**src/rtl/fifo_arb_pkg.sv**
```systemverilog
// Shared definitions for the round-robin FIFO write arbiter: FSM encoding and
// a constant-width helper used to size the grant index and credit counter.
package fifo_arb_pkg;

  typedef enum logic [1:0] {
    ST_RUN   = 2'd0,
    ST_STALL = 2'd1,
    ST_ERR   = 2'd2
  } arb_state_e;

  // Ceiling log2; usable in parameter and port-width expressions.
  function automatic int clog2(input int value);
    int r;
    r = 0;
    for (int i = 0; i < 31; i++) begin
      r = ((32'sd1 << i) < value) ? i + 1 : r;
    end
    return r;
  endfunction

endpackage

```
**src/rtl/rr_priority_picker.sv**
```systemverilog
// Combinational round-robin picker: first set bit of eligible_i at or above
// ptr_i, wrapping modulo N.
module rr_priority_picker
  import fifo_arb_pkg::*;
#(
  parameter int N  = 4,
  parameter int IW = clog2(N)
) (
  input  logic [N-1:0]  eligible_i,
  input  logic [IW-1:0] ptr_i,
  output logic          valid_o,
  output logic [IW-1:0] idx_o
);

  int   pos_s;
  logic hit_s;

  // Scan N positions starting at the pointer; keep the first hit.
  always_comb begin
    valid_o = 1'b0;
    idx_o   = '0;
    pos_s   = 0;
    hit_s   = 1'b0;
    for (int k = 0; k < N; k++) begin
      pos_s   = int'(ptr_i) + k;
      pos_s   = (pos_s >= N) ? pos_s - N : pos_s;
      hit_s   = ~valid_o & eligible_i[pos_s];
      idx_o   = hit_s ? IW'(pos_s) : idx_o;
      valid_o = valid_o | hit_s;
    end
  end

endmodule

```
**src/rtl/fifo_rr_write_arbiter.sv**
```systemverilog
// Round-robin arbiter sharing one FIFO write port between N producers, with a
// local credit counter so that no word is ever written into a full FIFO.
module fifo_rr_write_arbiter
  import fifo_arb_pkg::*;
#(
  parameter int WL    = 8,
  parameter int DEPTH = 8,
  parameter int N     = 4
) (
  input  logic                        CLK,
  input  logic                        RST,
  input  logic [N-1:0]                req,
  input  logic [N*WL-1:0]             data,
  input  logic                        pop,
  input  logic                        fifo_full,
  input  logic                        clr_err,
  output logic [N-1:0]                ack,
  output logic                        wReq,
  output logic [WL-1:0]               din,
  output logic [clog2(N)-1:0]         grant_id,
  output logic [clog2(DEPTH+1)-1:0]   credits,
  output logic                        err
);

  localparam int IW = clog2(N);
  localparam int CW = clog2(DEPTH + 1);
  localparam logic [CW-1:0] CREDIT_MAX = CW'(DEPTH);
  localparam logic [N-1:0]  ONE_HOT0   = {{(N-1){1'b0}}, 1'b1};

  arb_state_e    state_q, state_d;
  logic [IW-1:0] ptr_q, ptr_d;
  logic [IW-1:0] gid_q, gid_d;
  logic [CW-1:0] cred_q, cred_d;
  logic [N-1:0]  ack_q, ack_d;
  logic          wreq_q, wreq_d;
  logic [WL-1:0] din_q, din_d;
  logic          err_q, err_d;

  logic [N-1:0]  eligible_s;
  logic          pick_valid_s;
  logic [IW-1:0] pick_idx_s;
  logic          err_hit_s;
  logic          grant_s;
  logic [CW:0]   cred_sum_s;

  // A producer acked this cycle still shows req high; mask it so it is not
  // granted twice for the same word.
  assign eligible_s = req & ~ack_q;

  rr_priority_picker #(
    .N  (N),
    .IW (IW)
  ) u_picker (
    .eligible_i (eligible_s),
    .ptr_i      (ptr_q),
    .valid_o    (pick_valid_s),
    .idx_o      (pick_idx_s)
  );

  // Grant decision, credit update and next FSM state.
  always_comb begin
    err_hit_s = wreq_q & fifo_full;
    grant_s   = 1'b0;
    case (state_q)
      ST_RUN, ST_STALL: grant_s = pick_valid_s & ~err_hit_s & ((cred_q != '0) | pop);
      ST_ERR:           grant_s = 1'b0;
      default:          grant_s = 1'b0;
    endcase

    // A pop with the counter already full has nothing to return.
    cred_sum_s = {1'b0, cred_q} + {{CW{1'b0}}, pop} - {{CW{1'b0}}, grant_s};
    if (cred_sum_s > {1'b0, CREDIT_MAX}) begin
      cred_d = CREDIT_MAX;
    end else begin
      cred_d = cred_sum_s[CW-1:0];
    end

    state_d = state_q;
    if (err_hit_s) begin
      state_d = ST_ERR;
    end else begin
      case (state_q)
        ST_ERR:           state_d = clr_err ? ((cred_d == '0) ? ST_STALL : ST_RUN) : ST_ERR;
        ST_RUN, ST_STALL: state_d = (cred_d == '0) ? ST_STALL : ST_RUN;
        default:          state_d = ST_RUN;
      endcase
    end
    err_d = (state_d == ST_ERR);
  end

  // Next values of the registered FIFO-side outputs and the rotation pointer.
  always_comb begin
    ack_d  = '0;
    wreq_d = grant_s;
    din_d  = din_q;
    gid_d  = gid_q;
    ptr_d  = ptr_q;
    if (grant_s) begin
      ack_d = ONE_HOT0 << pick_idx_s;
      din_d = data[pick_idx_s*WL +: WL];
      gid_d = pick_idx_s;
      ptr_d = (pick_idx_s == IW'(N - 1)) ? '0 : pick_idx_s + IW'(1);
    end else begin
      ack_d = '0;
    end
  end

  // State and output registers; reset discards any in-flight grant.
  always_ff @(posedge CLK or posedge RST) begin
    if (RST) begin
      state_q <= ST_RUN;
      ptr_q   <= '0;
      gid_q   <= '0;
      cred_q  <= CREDIT_MAX;
      ack_q   <= '0;
      wreq_q  <= 1'b0;
      din_q   <= '0;
      err_q   <= 1'b0;
    end else begin
      state_q <= state_d;
      ptr_q   <= ptr_d;
      gid_q   <= gid_d;
      cred_q  <= cred_d;
      ack_q   <= ack_d;
      wreq_q  <= wreq_d;
      din_q   <= din_d;
      err_q   <= err_d;
    end
  end

  assign ack      = ack_q;
  assign wReq     = wreq_q;
  assign din      = din_q;
  assign grant_id = gid_q;
  assign credits  = cred_q;
  assign err      = err_q;

endmodule

```
**config.mk**
```make
export PLATFORM = sky130hd
export DESIGN_NAME = fifo_rr_write_arbiter
export DESIGN_NICKNAME = d
export VERILOG_FILES = /design/src/rtl/fifo_arb_pkg.sv /design/src/rtl/rr_priority_picker.sv /design/src/rtl/fifo_rr_write_arbiter.sv
export SDC_FILE = /design/constraint.sdc
export NUM_CORES = 1
export LEC_CHECK = 0
export ABC_CLOCK_PERIOD_IN_PS = 3700
export CAP_MARGIN = 20
export CELL_PAD_IN_SITES_DETAIL_PLACEMENT = 1
export CELL_PAD_IN_SITES_GLOBAL_PLACEMENT = 1
export CORE_ASPECT_RATIO = 1.4
export CORE_MARGIN = 2
export CORE_UTILIZATION = 32
export DETAILED_ROUTE_END_ITERATION = 16
export GPL_ROUTABILITY_DRIVEN = 0
export GPL_TIMING_DRIVEN = 0
export HOLD_SLACK_MARGIN = 0.05
export PLACE_DENSITY = 0.81
export SETUP_SLACK_MARGIN = 0.1
export SLEW_MARGIN = 10
export SYNTH_ARGS = -nofsm -noshare
export SYNTH_HDL_FRONTEND = slang
export SYNTH_SLANG_ARGS = --single-unit
```
**constraint.sdc**
```tcl
create_clock -name CLK -period 3.7 [get_ports CLK]
set_input_delay 0.37 -clock CLK [delete_from_list [all_inputs] [get_ports CLK]]
set_output_delay 0.37 -clock CLK [all_outputs]
set_load 0.03 [all_outputs]
```
# After elaboration in Yosys (flattened, before gate mapping)
# Index checks and enable logic that the tools add are counted.
[op_classes] add_sub_neg=10 n_lt_le_gt_ge=9 n_eq_ne=4 shifts=2 mux=28 n_bitwise=16 n_reduce_logical=4
[ops] op="$lt A32 B4 Y1 const B" n=4
[ops] op="$mux W32" n=4
[ops] op="$ge A32 B4 Y1 const B" n=3
[ops] op="$sub A32 B4 Y32 const B" n=3
[ops] op="$shiftx A32 B6 Y8" n=1
[ops] op="$mux W2" n=7
[ops] op="$mux W1" n=10
[ops] op="$bmux W1 S2" n=4
[ops] op="$mux W4" n=2
[ops] op="$add A2 B2 Y3 const B" n=2
[ops] op="$and A1 B1 Y1" n=6
[ops] op="$eq A2 B2 Y1 const B" n=3
[ops] op="$add A4 B1 Y5" n=1
[ops] op="$gt A5 B4 Y1 const B" n=1
[ops] op="$sub A5 B1 Y5" n=1
[ops] op="$and A4 B4 Y4" n=1
[ops] op="$logic_not A4 Y1" n=1
[ops] op="$not A1 Y1" n=4
[ops] op="$not A4 Y4" n=1
[ops] op="$or A1 B1 Y1" n=4
[ops] op="$pmux W2 S2" n=1
[ops] op="$reduce_bool A4 Y1" n=1
[ops] op="$shl A1 B2 Y4 const A" n=1
[ops] op="$sub A2 B3 Y4 const B" n=1
[ops] op="6 further kinds" n=6
[totals] regBits=24

# Depth between registers and ports, before layout
[logic_depth] word_depth=26 depth_mapped=16

# Modules after synthesis
# A second synthesis with hierarchy kept.
[hier_totals] hier_cells=117 hier_area_um2=1496.4
[modules_own_cells] mod="fifo_rr_write_arbiter" n_inst=1 cells_each=102 area_per_inst_um2=1418.9 seq_area_each_um2=601.8
[modules_own_cells] mod="rr_priority_picker" n_inst=1 cells_each=15 area_per_inst_um2=77.6 seq_area_each_um2=0.0

# Worst setup path after synthesis
# Ideal clock, no wire load.
[synth_path] path_type="register -> register" startpoint="register ack_q[1], in the netlist ack[1]" endpoint="register state_q[0]" setup_time_ns=0.088 arrival_time_ns=2.848 required_time_ns=3.612 setup_slack_ns=0.764 stages_incl_launch_ff=15 path_buffers=0 period_less_slack_ns=2.936 path_cell_list="dfrtp_1 nand2b_2 nand2_2 o311ai_4 inv_2 ha_1 inv_1 ha_1 inv_1 fa_1 nor2b_1 a31oi_1 o2bb2ai_1 o21ai_1 nor3b_1"
[synth_between] elab_chain_len=25 word_cells_on_any_way=34 classes_between="add/sub (1); order compare (1); mux (18); bitwise (13); reduce/logical (1)"
[synth_rtl] item="start: declaration" line_no="fifo_rr_write_arbiter.sv:34" source="logic [N-1:0] ack_q, ack_d;"
[synth_rtl] item="start signal: assignment" line_no="fifo_rr_write_arbiter.sv:124" source="ack_q <= ack_d;"
[synth_rtl] item="$not A4 Y4 (*)" line_no="fifo_rr_write_arbiter.sv:48" source="assign eligible_s = req & ~ack_q;"
[synth_rtl] item="$and A4 B4 Y4 (*)" line_no="fifo_rr_write_arbiter.sv:48"
[synth_rtl] item="$bmux W1 S2" line_no="rr_priority_picker.sv:27" source="hit_s = ~valid_o & eligible_i[pos_s];"
[synth_rtl] item="$mux W1 (not written as such) (2 in a row)" line_no="rr_priority_picker.sv:27"
[synth_rtl] item="$not A1 Y1" line_no="rr_priority_picker.sv:27"
[synth_rtl] item="$and A1 B1 Y1" line_no="rr_priority_picker.sv:27"
[synth_rtl] item="$or A1 B1 Y1" line_no="rr_priority_picker.sv:29" source="valid_o = valid_o | hit_s;"
[synth_rtl] item="$not A1 Y1" line_no="rr_priority_picker.sv:27"
[synth_rtl] item="[... 8 more ...]"
[synth_rtl] item="via grant_s" line_no="fifo_rr_write_arbiter.sv:43" source="logic grant_s;"
[synth_rtl] item="[... 2 more ...]"
[synth_rtl] item="$mux W4 (*)" line_no="fifo_rr_write_arbiter.sv:72" source="if (cred_sum_s > {1'b0, CREDIT_MAX}) begin"
[synth_rtl] item="via cred_d[3]" line_no="fifo_rr_write_arbiter.sv:33" source="logic [CW-1:0] cred_q, cred_d;"
[synth_rtl] item="$logic_not A4 Y1 (*)" line_no="fifo_rr_write_arbiter.sv:83, fifo_rr_write_arbiter.sv:84"
[synth_rtl] item="$mux W1 (*)" line_no="fifo_rr_write_arbiter.sv:83, fifo_rr_write_arbiter.sv:84"
[synth_rtl] item="$mux W2" line_no="fifo_rr_write_arbiter.sv:83" source="ST_ERR: state_d = clr_err ? ((cred_d == '0) ? ST_STALL : ST_RUN) : ST_ERR;"
[synth_rtl] item="$pmux W2 S2 (*)" line_no="fifo_rr_write_arbiter.sv:82" source="case (state_q)"
[synth_rtl] item="$mux W2 (*)" line_no="fifo_rr_write_arbiter.sv:79" source="if (err_hit_s) begin"
[synth_rtl] item="via state_d[0]" line_no="fifo_rr_write_arbiter.sv:30" source="arb_state_e state_q, state_d;"
[synth_rtl] item="end signal: assignment" line_no="fifo_rr_write_arbiter.sv:120" source="state_q <= state_d;"
[synth_rtl] item="end: declaration" line_no="fifo_rr_write_arbiter.sv:30"
# The timed path passes the listed nets; every way through them passes the cells marked *. The select of a mux whose other input is x is not followed.
# A chain may end at the register's enable or synchronous reset.

# Final worst setup path
[layout_path] startpoint="input port req[2]" endpoint="register state_q[0]"
[layout_between] elab_chain_len=24 word_cells_on_any_way=33 classes_between="add/sub (1); order compare (1); mux (18); bitwise (12); reduce/logical (1)"
[layout_rtl] item="start: declaration" line_no="fifo_rr_write_arbiter.sv:12" source="input logic [N-1:0] req,"
[layout_rtl] item="$and A4 B4 Y4 (*)" line_no="fifo_rr_write_arbiter.sv:48"
[layout_rtl] item="$bmux W1 S2" line_no="rr_priority_picker.sv:27"
[layout_rtl] item="$mux W1 (not written as such) (2 in a row)" line_no="rr_priority_picker.sv:27"
[layout_rtl] item="$not A1 Y1" line_no="rr_priority_picker.sv:27"
[layout_rtl] item="$and A1 B1 Y1" line_no="rr_priority_picker.sv:27"
[layout_rtl] item="$or A1 B1 Y1" line_no="rr_priority_picker.sv:29"
[layout_rtl] item="$not A1 Y1" line_no="rr_priority_picker.sv:27"
[layout_rtl] item="$and A1 B1 Y1" line_no="rr_priority_picker.sv:27"
[layout_rtl] item="[... 7 more ...]"
[layout_rtl] item="via grant_s" line_no="fifo_rr_write_arbiter.sv:43"
[layout_rtl] item="[... 2 more ...]"
[layout_rtl] item="$mux W4 (*)" line_no="fifo_rr_write_arbiter.sv:72"
[layout_rtl] item="via cred_d[3]" line_no="fifo_rr_write_arbiter.sv:33"
[layout_rtl] item="$logic_not A4 Y1 (*)" line_no="fifo_rr_write_arbiter.sv:83, fifo_rr_write_arbiter.sv:84"
[layout_rtl] item="$mux W1 (*)" line_no="fifo_rr_write_arbiter.sv:83, fifo_rr_write_arbiter.sv:84"
[layout_rtl] item="$mux W2" line_no="fifo_rr_write_arbiter.sv:83"
[layout_rtl] item="$pmux W2 S2 (*)" line_no="fifo_rr_write_arbiter.sv:82"
[layout_rtl] item="$mux W2 (*)" line_no="fifo_rr_write_arbiter.sv:79"
[layout_rtl] item="via state_d[0]" line_no="fifo_rr_write_arbiter.sv:30"
# Marked as above.

==> results.yml <==
routing:
  wirelength_um: 4040
  ant_nets: 0
  drt_pass1_iterations: 3
  viasPerCell: 4.93
  drc: 0
  routed-via-count: 1370
  routedWlPerCell_um: 14.5
  dr.first_iter.drc_count: 22
clocking:
  cts-root-buf: "clkbuf_8"
  ctsResizeCount: 0
  clk_pin_slew_ps: 90
  cts_tree: "done"
  holdBufCountCts: 0
  cts.sink_count: 24
  cts_buffers: 3
  postCtsSetupBuffers: 0
  htree_num_levels: 1
  clockBufferDepth: 2
  insertion_delay_ps: 260
floorplanning:
  die_height_um: 85.8
  core_sq_um: 4570
  initial_core_util_pct: 33.4
  design.die.area_sq_um: 5350
  dieWidth_um: 62.4
  pin_count: 61
  placementRows: 29
power:
  p_sw_w: 0.000913
  p_clk_share_pct: 7.8
  p_comb_share_pct: 68.4
  sw_frac_of_total_pct: 46.2
  ir_worst_vdd_mv: 0.316
  intPower_w: 0.00106
  p_per_area_nw_per_um2: 875
  pwr-share-seq_pct: 23.8
  cellLeakagePower_nw: 1.01
setup_path:
  path_cells: "clkdlybuf4s50_1 > and2b_1 > o311ai_4 > inv_2 > ha_1 > inv_1 > ha_1 > inv_1 > fa_1 > nor2b_1 > nor2_1 > mux2i_1 > o31ai_1 > o21ai_1 > nor3b_1"
  path_buf_inv: 4
  cp-start-kind: "input port"
  crit_family: "adder cells"
  crit_type: "input port to flop"
  critPathMaxFanout: 10
  worstPathArrival_ps: 3370
  cp_slowest_cell: "clkdlybuf4s50_1"
  end_kind: "flop"
  crit_required_ps: 3830
  max_stage_delay_ps: 440
synthesis:
  async_flop_share_pct: 100
  syn_area_sq_um: 1530
  synth_top_cell_by_area: "dfrtp_1"
  ys_seq_area_share_pct: 39.4
  synth_top_area_share_pct: 37.6
  yosys_warnings: 0
  synth_ff_type: "dfrtp_1"
  synth-edff-count: 0
  syn_inst: 151
  yosys-top-cells-area: "dfrtp_1 38%, mux2i_1 11%, ha_1 8.2%"
  syn_avg_cell_area_sq_um: 10.1
  syn-num-nets: 203
  synth_cell_type_count: 40
  synth-seq-cells: 24
sta:
  max_freq_ghz: 0.309
  rsz0062_at_grt: "no"
  skew_ps: 11.1
  final_max_slew_viol_count: 0
  slew_headroom_pct: 38.7
  hold_ws_ps: 485
  hold_viol_final: 0
  layout_worst_path_cycle_share_pct: 87.6
  final.setup.worst_slack_ps: 459
  fin_crit_ps: 3240
  worst_slew_pin_slew_ps: 918
  finalSetupTns_ps: 0
  setup_viol: 0
finish:
  final_area_sq_um: 2260
  final_nets: 269
  final_cells: 278
  regArea_sq_um: 602
  fillers: 531
  drive_gt1_share_pct: 8.33
  antennaDiodeCount: 0
  multi_input_area_sq_um: 838
  area_growth_pct: 47.8
global_routing:
  overflow: 0
  grt.busiest_layer: "met2"
  grt_pass1_vias: 1558
  antenna_found_initial: 0
  grt_max_degree: 25
  grtUsageMet1_pct: 18.1
  grt_usage_pct: 16.5
  grtUsageMet2_pct: 32.1
  use_met3_pct: 3.15
  grt_pass1_wl_um: 7180
place:
  dp_slack_ps: 74.0
  placed_area_sq_um: 2210
  port_buffers: 60
  dp_hpwl_um: 3340
  numPlacedInstances: 273
job:
  drv_cap: 0
min_path:
  min_path_type: "flop to flop"
run_status:
  outcome: "complete, no violations"
worst paths after layout:
| kind | start | endpoint | cells after the start | slack [ps] |
|---|---|---|---|---|
| max | req[2] | state_q[0] | 15 | 460 |
| min | grant_id[1] | grant_id[1] | 1 | 480 |
| max reg2reg | credits[3] | state_q[0] | 16 | 590 |
| min reg2reg | grant_id[1] | grant_id[1] | 1 | 480 |
| max in group asynchronous | RST | credits[0] | 2 | 2530 |
| min in group asynchronous | RST | din[3] | 2 | 610 |
power by group through the flow:
stage          registers (W)  logic [W]  clock network [W]
3_3_place_gp        0.000471    0.00131                  0
5_1_grt             0.000491    0.00150           0.000169
6_report            0.000471    0.00135           0.000154
4_1_cts             0.000472    0.00137           0.000159
2_1_floorplan       0.000654   0.000730                  0
3_5_place_dp        0.000477    0.00136                  0
kinds of logic after synthesis:
| kind of cell | after synthesis | share of synthesized area (%) |
|---|---|---|
| and+or+nand+nor | 49 | 17.4 |
| AOI/OAI and AO/OA | 32 | 16.2 |
| DFF | 24 | 39.4 |
| buffers and inverters | 17 | 5.81 |
| muxes | 17 | 11.1 |
| adders and majority gates | 11 | 9.49 |
| xor gates and xnor gates | 1 | 0.573 |
area by class of cell:
cell class                 instances  share of cell area [%]
buffer                             4                    1.77
sequential                        24                    26.6
multi-input combinational        110                    37.1
inverter                          13                    2.16
timing repair buffer              61                    26.9
tap                               62                    3.43
clock buffer                       4                    1.99
cell usage in the layout (no fill, tap or decap), types with 3 or more instances in the layout:
| cell | Yosys | layout |
|---|---|---|
| a21oi_1 | 5 | 5 |
| and2_1 | 4 | 4 |
| and2b_1 | 3 | 3 |
| clkbuf_8 | 0 | 3 |
| clkdlybuf4s50_1 | 0 | 60 |
| dfrtp_1 | 23 | 23 |
| ha_1 | 10 | 10 |
| inv_1 | 11 | 11 |
| mux2i_1 | 17 | 17 |
| nand2_1 | 15 | 15 |
| nand2_2 | 3 | 3 |
| nand2b_1 | 5 | 5 |
| nor2_1 | 8 | 8 |
| o21ai_0 | 5 | 5 |
| o221ai_1 | 7 | 7 |
stage by stage:
| stage | power, W | util, % |
|---|---|---|
| floorplan | 0.00138 | - |
| global placement | 0.00178 | 48.3 |
| detailed placement | 0.00184 | 48.3 |
| CTS | 0.00200 | 49.3 |
| global route | 0.00216 | 49.4 |
| finish | 0.00198 | 49.4 |
state kept, by name (all words and copies together) (netlist names):
name and count:
state_q 2, ack 4, grant_id 2, din 8
credits 4, err 1, wReq 1, ptr_q 2
Yosys cell counts, types with 2 or more instances:
cell       n
dfrtp_1   23
mux2i_1   17
nand2_1   15
inv_1     11
ha_1      10
nor2_1     8
o221ai_1   7
a21oi_1    5
nand2b_1   5
o21ai_0    5
and2_1     4
and2b_1    3
nand2_2    3
a211oi_1   2
a21o_1     2
inv_2      2
nand2b_2   2
nand3_1    2
nor2b_1    2
nor3b_1    2
o31ai_1    2
metal layers:
metal	part of all wire [%]	vias up
met5	0	-
met4	0.57	0
met3	4.1	2
met2	56	39
met1	39	668
li1	-	661
No activity file was read; power rests on OpenSTA's default activity.
